<file path="config.mk">
export PLATFORM = sky130hd
export DESIGN_NAME = game_pixel_renderer
export DESIGN_NICKNAME = d
export VERILOG_FILES = /design/src/rtl/game_pixel_renderer.sv
export SDC_FILE = /design/constraint.sdc
export NUM_CORES = 1
export LEC_CHECK = 0
export BUFFER_PORTS_ARGS = -buffer_cell sky130_fd_sc_hd__buf_2
export CAP_MARGIN = 30
export CORE_UTILIZATION = 61
export CTS_CLUSTER_SIZE = 40
export DETAILED_ROUTE_END_ITERATION = 10
export PLACE_DENSITY = 0.92
export SLEW_MARGIN = 25
export SYNTH_ARGS = -nofsm -noshare
export SYNTH_HDL_FRONTEND = slang
export SYNTH_SLANG_ARGS = --single-unit
</file>
<file path="constraint.sdc">
create_clock -name clk -period 5 [get_ports clk]
set_input_delay 0.5 -clock clk [delete_from_list [all_inputs] [get_ports clk]]
set_output_delay 0.5 -clock clk [all_outputs]
set_load 0.01 [all_outputs]
</file>
<file path="src/rtl/game_pixel_renderer.sv">
// Pong-style pixel source: per-frame ball/paddle game state plus a registered RGB lookup per raster pixel.
// Optional AUTOPILOT_EN: paddle tracks the ball and the buttons are ignored.
module game_pixel_renderer #(
    parameter int H_ACTIVE     = 640,
    parameter int V_ACTIVE     = 480,
    parameter int BALL_SIZE    = 8,
    parameter int PADDLE_W     = 64,
    parameter int PADDLE_H     = 8,
    parameter int PADDLE_Y     = 456,
    parameter int BALL_SPEED   = 2,
    parameter int PADDLE_SPEED = 4,
    parameter int SERVE_FRAMES = 60
) (
    input  logic       clk,
    input  logic       reset,
    input  logic [9:0] pixel_x,
    input  logic [9:0] pixel_y,
    input  logic       pixel_valid,
    input  logic       frame_start,
    input  logic       btn_left,
    input  logic       btn_right,
    output logic [7:0] red,
    output logic [7:0] green,
    output logic [7:0] blue,
    output logic [7:0] score,
    output logic [1:0] game_state
);
    typedef enum logic [1:0] {ST_SERVE = 2'b00, ST_PLAY = 2'b01, ST_MISS = 2'b10} state_t;

    localparam int CNT_W = $clog2(SERVE_FRAMES + 1);
    localparam logic [9:0] BALL_X0 = 10'((H_ACTIVE - BALL_SIZE) / 2);
    localparam logic [9:0] BALL_Y0 = 10'((V_ACTIVE - BALL_SIZE) / 2);
    localparam logic [9:0] PAD_X0  = 10'((H_ACTIVE - PADDLE_W) / 2);
    localparam logic [9:0] X_MAX_U = 10'(H_ACTIVE - BALL_SIZE);
    localparam logic [9:0] Y_MAX_U = 10'(V_ACTIVE - BALL_SIZE);
    localparam logic [9:0] Y_HIT_U = 10'(PADDLE_Y - BALL_SIZE);
    localparam logic signed [11:0] S_BSPD = 12'(BALL_SPEED);
    localparam logic signed [11:0] S_PSPD = 12'(PADDLE_SPEED);
    localparam logic signed [11:0] S_BSZ  = 12'(BALL_SIZE);
    localparam logic signed [11:0] S_PW   = 12'(PADDLE_W);
    localparam logic signed [11:0] S_PY   = 12'(PADDLE_Y);
    localparam logic signed [11:0] S_XMAX = 12'(H_ACTIVE - BALL_SIZE);
    localparam logic signed [11:0] S_YMAX = 12'(V_ACTIVE - BALL_SIZE);
    localparam logic signed [11:0] S_PMAX = 12'(H_ACTIVE - PADDLE_W);

    state_t           r_state;
    logic [CNT_W-1:0] r_serve_cnt;
    logic [9:0]       r_ball_x, r_ball_y, r_paddle_x;
    logic             r_dx, r_dy;
    logic [7:0]       r_score;

    assign score      = r_score;
    assign game_state = r_state;

    // Render: 11-bit unsigned compares so box right/bottom edges never wrap.
    logic [10:0] w_px, w_py, w_bx11, w_by11, w_pad11;
    logic        w_in_ball, w_in_pad;
    assign w_px      = {1'b0, pixel_x};
    assign w_py      = {1'b0, pixel_y};
    assign w_bx11    = {1'b0, r_ball_x};
    assign w_by11    = {1'b0, r_ball_y};
    assign w_pad11   = {1'b0, r_paddle_x};
    assign w_in_ball = (w_px >= w_bx11) && (w_px < w_bx11 + 11'(BALL_SIZE)) &&
                       (w_py >= w_by11) && (w_py < w_by11 + 11'(BALL_SIZE));
    assign w_in_pad  = (w_px >= w_pad11) && (w_px < w_pad11 + 11'(PADDLE_W)) &&
                       (w_py >= 11'(PADDLE_Y)) && (w_py < 11'(PADDLE_Y + PADDLE_H));

    always_ff @(posedge clk) begin
        if (!reset)               {red, green, blue} <= '0;
        else if (!pixel_valid)    {red, green, blue} <= '0;
        else if (w_in_ball)       {red, green, blue} <= 24'hFFFFFF;
        else if (w_in_pad)        {red, green, blue} <= 24'h00FF00;
        else                      {red, green, blue} <= 24'h000040;
    end

    // Signed 12-bit game arithmetic so steps past the left/top edge go negative.
    logic signed [11:0] w_bx, w_by, w_pad, w_nx, w_ny, w_pad_nxt;
    logic               w_hit;
    assign w_bx  = $signed({2'b00, r_ball_x});
    assign w_by  = $signed({2'b00, r_ball_y});
    assign w_pad = $signed({2'b00, r_paddle_x});
    assign w_nx  = w_bx + (r_dx ? S_BSPD : -S_BSPD);
    assign w_ny  = w_by + (r_dy ? S_BSPD : -S_BSPD);
    assign w_hit = r_dy && (w_by + S_BSZ <= S_PY) && (w_ny + S_BSZ >= S_PY) &&
                   (w_bx + S_BSZ > w_pad) && (w_bx < w_pad + S_PW);

`ifdef AUTOPILOT_EN
    logic signed [11:0] w_target_raw, w_target, w_diff;
    logic               w_unused_btns;
    assign w_unused_btns = btn_left ^ btn_right;
    assign w_target_raw  = w_bx + 12'(BALL_SIZE / 2) - 12'(PADDLE_W / 2);
    assign w_target      = (w_target_raw < 12'sd0) ? 12'sd0 :
                           (w_target_raw > S_PMAX) ? S_PMAX : w_target_raw;
    assign w_diff        = w_target - w_pad;
    always_comb begin
        w_pad_nxt = w_pad;
        if ((w_diff < S_PSPD) && (w_diff > -S_PSPD)) w_pad_nxt = w_target;
        else if (w_diff > 12'sd0)                     w_pad_nxt = w_pad + S_PSPD;
        else                                          w_pad_nxt = w_pad - S_PSPD;
    end
`else
    logic signed [11:0] w_step_l, w_step_r;
    assign w_step_l = w_pad - S_PSPD;
    assign w_step_r = w_pad + S_PSPD;
    always_comb begin
        w_pad_nxt = w_pad;
        if (btn_left && !btn_right)      w_pad_nxt = (w_step_l < 12'sd0) ? 12'sd0 : w_step_l;
        else if (btn_right && !btn_left) w_pad_nxt = (w_step_r > S_PMAX) ? S_PMAX : w_step_r;
    end
`endif

    always_ff @(posedge clk) begin
        if (!reset) begin
            r_state     <= ST_SERVE;
            r_serve_cnt <= '0;
            r_ball_x    <= BALL_X0;
            r_ball_y    <= BALL_Y0;
            r_dx        <= 1'b1;
            r_dy        <= 1'b1;
            r_paddle_x  <= PAD_X0;
            r_score     <= '0;
        end else if (frame_start) begin
            r_paddle_x <= w_pad_nxt[9:0];
            case (r_state)
                ST_SERVE: begin
                    if (r_serve_cnt == CNT_W'(SERVE_FRAMES - 1)) begin
                        r_state     <= ST_PLAY;
                        r_serve_cnt <= '0;
                    end else begin
                        r_serve_cnt <= r_serve_cnt + CNT_W'(1);
                    end
                end
                ST_PLAY: begin
                    if (w_nx < 12'sd0) begin
                        r_ball_x <= '0;
                        r_dx     <= 1'b1;
                    end else if (w_nx > S_XMAX) begin
                        r_ball_x <= X_MAX_U;
                        r_dx     <= 1'b0;
                    end else begin
                        r_ball_x <= w_nx[9:0];
                    end
                    if (!r_dy) begin
                        if (w_ny < 12'sd0) begin
                            r_ball_y <= '0;
                            r_dy     <= 1'b1;
                        end else begin
                            r_ball_y <= w_ny[9:0];
                        end
                    end else if (w_hit) begin
                        r_ball_y <= Y_HIT_U;
                        r_dy     <= 1'b0;
                        if (r_score != 8'hFF) r_score <= r_score + 8'd1;
                    end else if (w_ny >= S_YMAX) begin
                        r_ball_y <= Y_MAX_U;
                        r_state  <= ST_MISS;
                    end else begin
                        r_ball_y <= w_ny[9:0];
                    end
                end
                default: begin
                    r_state     <= ST_SERVE;
                    r_serve_cnt <= '0;
                    r_ball_x    <= BALL_X0;
                    r_ball_y    <= BALL_Y0;
                    r_dx        <= 1'b1;
                    r_dy        <= 1'b1;
                    r_score     <= '0;
                end
            endcase
        end
    end
endmodule
</file>
==> summary.txt <==
Outcome
  – Outcome: completed

Pwr
  – Sequential power share: 0.501
  – VDD IR max: 0.0001287 V
  – Internal power: 535.7 uW
  – Switching power: 238.4 uW
  – Tot Pwr: 774.1 uW
  – Clock share of power: 0.339
  – Combinational power share: 0.160
  – Sw Share: 0.3080
  – Lkg Pwr: 0.002503 uW
  – P per Cell Area: 139.1 mW/mm^2

Route
  – Detailed route wirelength on metal3: 1.014 mm
  – Wl on met1: 5.804 mm
  – DRC violations left: 0
  – Metal2 WL: 6.330 mm
  – Top Metal Used: met4
  – DR vias/cell: 6.591
  – Final wirelength: 13.46 mm
  – Routed Antenna Nets: 0
  – First-pass DRT Iterations: 7
  – DR vias: 5306
  – Initial DRC Count: 345
  – WL/cell: 16.72 um

Setup path
  – Crit path DAT: 4500 ps
  – Largest fanout on the critical path: 12
  – CP endpoint kind: flip-flop
  – Setup crit start kind: flip-flop
  – R2R cell count: 13
  – Critical path required time: 5230 ps
  – Kind of critical path: flip-flop to flip-flop

Hold path
  – Min-Delay Path Class: primary input to flip-flop
  – Worst hold path depth: 3

GRT
  – Total gr overflow: 0
  – Vias in the first global route: 5049
  – Initial antenna violation count: 0
  – Pin count of the biggest net entering global routing: 19
  – First-pass GRT wire length: 22.65 mm
  – Gr usage total: 0.3114

Logic synthesis
  – Syn Inst Count: 669
  – Mapped Area: 0.005261 mm^2
  – Seq cells post-synth: 47
  – EDFF count, synth: 0
  – Synth Flop Type: dfxtp_1
  – Seq/Total Area, Yosys: 0.1788
  – Post-synth top area cell: ha_1
  – Synth area leaders: ha_1 21%, dfxtp_1 18%, a21oi_1 4.2%, inv_1 3.9%, xnor2_1 3.8%
  – Yosys warning total: 0
  – Syn_area_per_cell: 7.864 um^2
  – Top cell type's share of synthesized area: 0.2117
  – Net count after synthesis: 786
  – Asr flop ratio synth: 0
  – Cell variety after synth: 73

CTS
  – CTS tree: built
  – Max clock buf depth: 2
  – Reg clk slew, reported paths: 110 ps
  – CTS root buffer: clkbuf_8
  – CTS buffer count: 5
  – Buffer count from post-CTS setup fixing: 0
  – CTS sink count: 47
  – H-tree Lvls: 2
  – Hold_buf cts: 0
  – Post_cts resized: 0
  – Clk_lat worst skew: 320 ps

Floorplan
  – Width of the die: 94.87 um
  – Core ar.: 0.008299 mm^2
  – I/O pins: 60
  – Initial core utilization: 0.6340
  – Number of core rows: 33
  – Die footprint: 0.009000 mm^2
  – Die Ht: 94.87 um

STA
  – Hold WS: 496.6 ps
  – Highest clock rate: 234.0 MHz
  – Hold Violations, Final: 0
  – Worst Max-Slew Pin Slew: 864.2 ps
  – Max Slew Vio Count: 0
  – Setup TNS: 0 ps
  – RSZ-0062 raised after global routing: false
  – Endpoints failing setup: 0
  – Fin crit period: 4274 ps
  – Post-route worst setup slack: 725.9 ps
  – Slew HR: 0.4239
  – Clock skew: 10.45 ps
  – Fin crit share: 0.8548

Finish
  – Non-Filler Instances: 805
  – Diodes inserted: 0
  – Final net count: 816
  – Layout area overhead: 5.755%
  – Share of layout cells above drive strength 1: 0.1171

Place
  – Pre-CTS setup slack: 816.8 ps
  – Placed cells: 797
  – DP HPWL: 10.64 mm
  – PortBufs: 57
  – Final GP Congestion: 0.9410

Job
  – Max-cap violations: 0
[cells in the mapped netlist, types with 3 or more instances]
| cell type | instances |
|---|---|
| ha_1 | 89 |
| inv_1 | 55 |
| nand2_1 | 49 |
| nor2_1 | 49 |
| dfxtp_1 | 47 |
| a21oi_1 | 44 |
| o21ai_0 | 35 |
| nand3_1 | 24 |
| xnor2_1 | 23 |
| buf_4 | 22 |
| o21a_1 | 17 |
| nor3_1 | 14 |
| nand2b_1 | 12 |
| a211oi_1 | 11 |
| clkbuf_1 | 11 |
| or3_1 | 11 |
| nand4_1 | 8 |
| o211ai_1 | 8 |
| xor2_1 | 8 |
| a21o_1 | 7 |
| and2_1 | 7 |
| o22ai_1 | 7 |
| o31ai_1 | 7 |
| a21boi_0 | 6 |
| a31oi_1 | 5 |
| a2111oi_0 | 4 |
| a22oi_1 | 4 |
| a31o_1 | 4 |
| o221ai_1 | 4 |
| o32ai_1 | 4 |
| a2bb2oi_1 | 3 |
| and3_1 | 3 |
| nor2b_1 | 3 |
| nor4_1 | 3 |
| o31a_1 | 3 |
| or2_2 | 3 |
| or4_1 | 3 |
[flip-flops by register name (all words and copies together), names as in the netlist]
| signal | flops |
|---|---|
| blue | 1 |
| game_state | 2 |
| green | 1 |
| r_ball_x | 9 |
| r_ball_y | 9 |
| r_dx | 1 |
| r_dy | 1 |
| r_paddle_x | 8 |
| r_serve_cnt | 6 |
| red | 1 |
| score | 8 |
[cell families (layout without fill, tap and decap cells)]
group | count (synthesis) | in the layout | synth area share
fa+ha+maj | 91 | 91 | 0.2193
compound gates | 208 | 208 | 0.2782
mux | 3 | 3 | 0.005945
flops | 47 | 47 | 0.1788
xor+xnor | 32 | 32 | 0.05470
simple gates | 198 | 198 | 0.1829
buf+inv | 90 | 121 | 0.08014
[routing by layer]
metal  vias up  GRT usage
li1       2506          -
met1      2500     0.3871
met2       259     0.5384
met3        41    0.04911
met4         0     0.1149
met5         -          0
[critical path, cell delays in order (launching register included)]
cell,delay [ps]
dfxtp_1,540
inv_1,310
ha_1,410
a211oi_4,340
nor2_2,100
xor2_2,190
ha_1,300
a21oi_1,50
a221o_1,330
a2111oi_2,360
o2111ai_1,190
a31o_1,390
or3_1,440
a31o_1,240
[cell type report]
cell class | count | area, um^2
Sequential cell | 47 | 940.9
Fill cell | 689 | 2735
Inverter | 56 | 210.2
Clock buffer | 5 | 68.82
Timing Repair Buffer | 57 | 285.3
Tap cell | 105 | 131.4
Clock inverter | 3 | 28.78
Multi-Input combinational cell | 532 | 3899
[final timing paths]
| kind | startpoint | endpoint | slack, ps |
|---|---|---|---|
| max | r_dy | score[3] | 730 |
| min | pixel_valid | blue[6] | 500 |
| max reg2reg | r_dy | score[3] | 730 |
| min reg2reg | score[7] | score[7] | 500 |
[metrics by stage]
step,util,area (um^2)
3_3_place_gp,0.6587,5466
4_1_cts,0.6704,5564
2_1_floorplan,-,5261
5_1_grt,0.6704,5564
3_5_place_dp,0.6587,5466
6_report,0.6704,5564
[power groups by stage]
stage               combinational (uW)  sequential, uW  clock (uW)
finish                             124             388         263
global route                       139             389         277
CTS                                122             387         261
detailed placement                 120             396           0
global placement                   113             395           0
floorplan                         83.2             393           0
[placed cells by master (no fill, tap or decap), types with 8 or more instances in the layout]
cell type  instances
xor2_1             8
inv_1             55
a211oi_1          11
a21oi_1           44
o21ai_0           35
nand2_1           49
buf_2             57
nand3_1           24
o211ai_1           8
nand4_1            8
nor3_1            14
nor2_1            49
or3_1             11
o21a_1            17
xnor2_1           23
nand2b_1          12
dfxtp_1           47
ha_1              89
No activity file was read; power rests on OpenSTA's default activity.
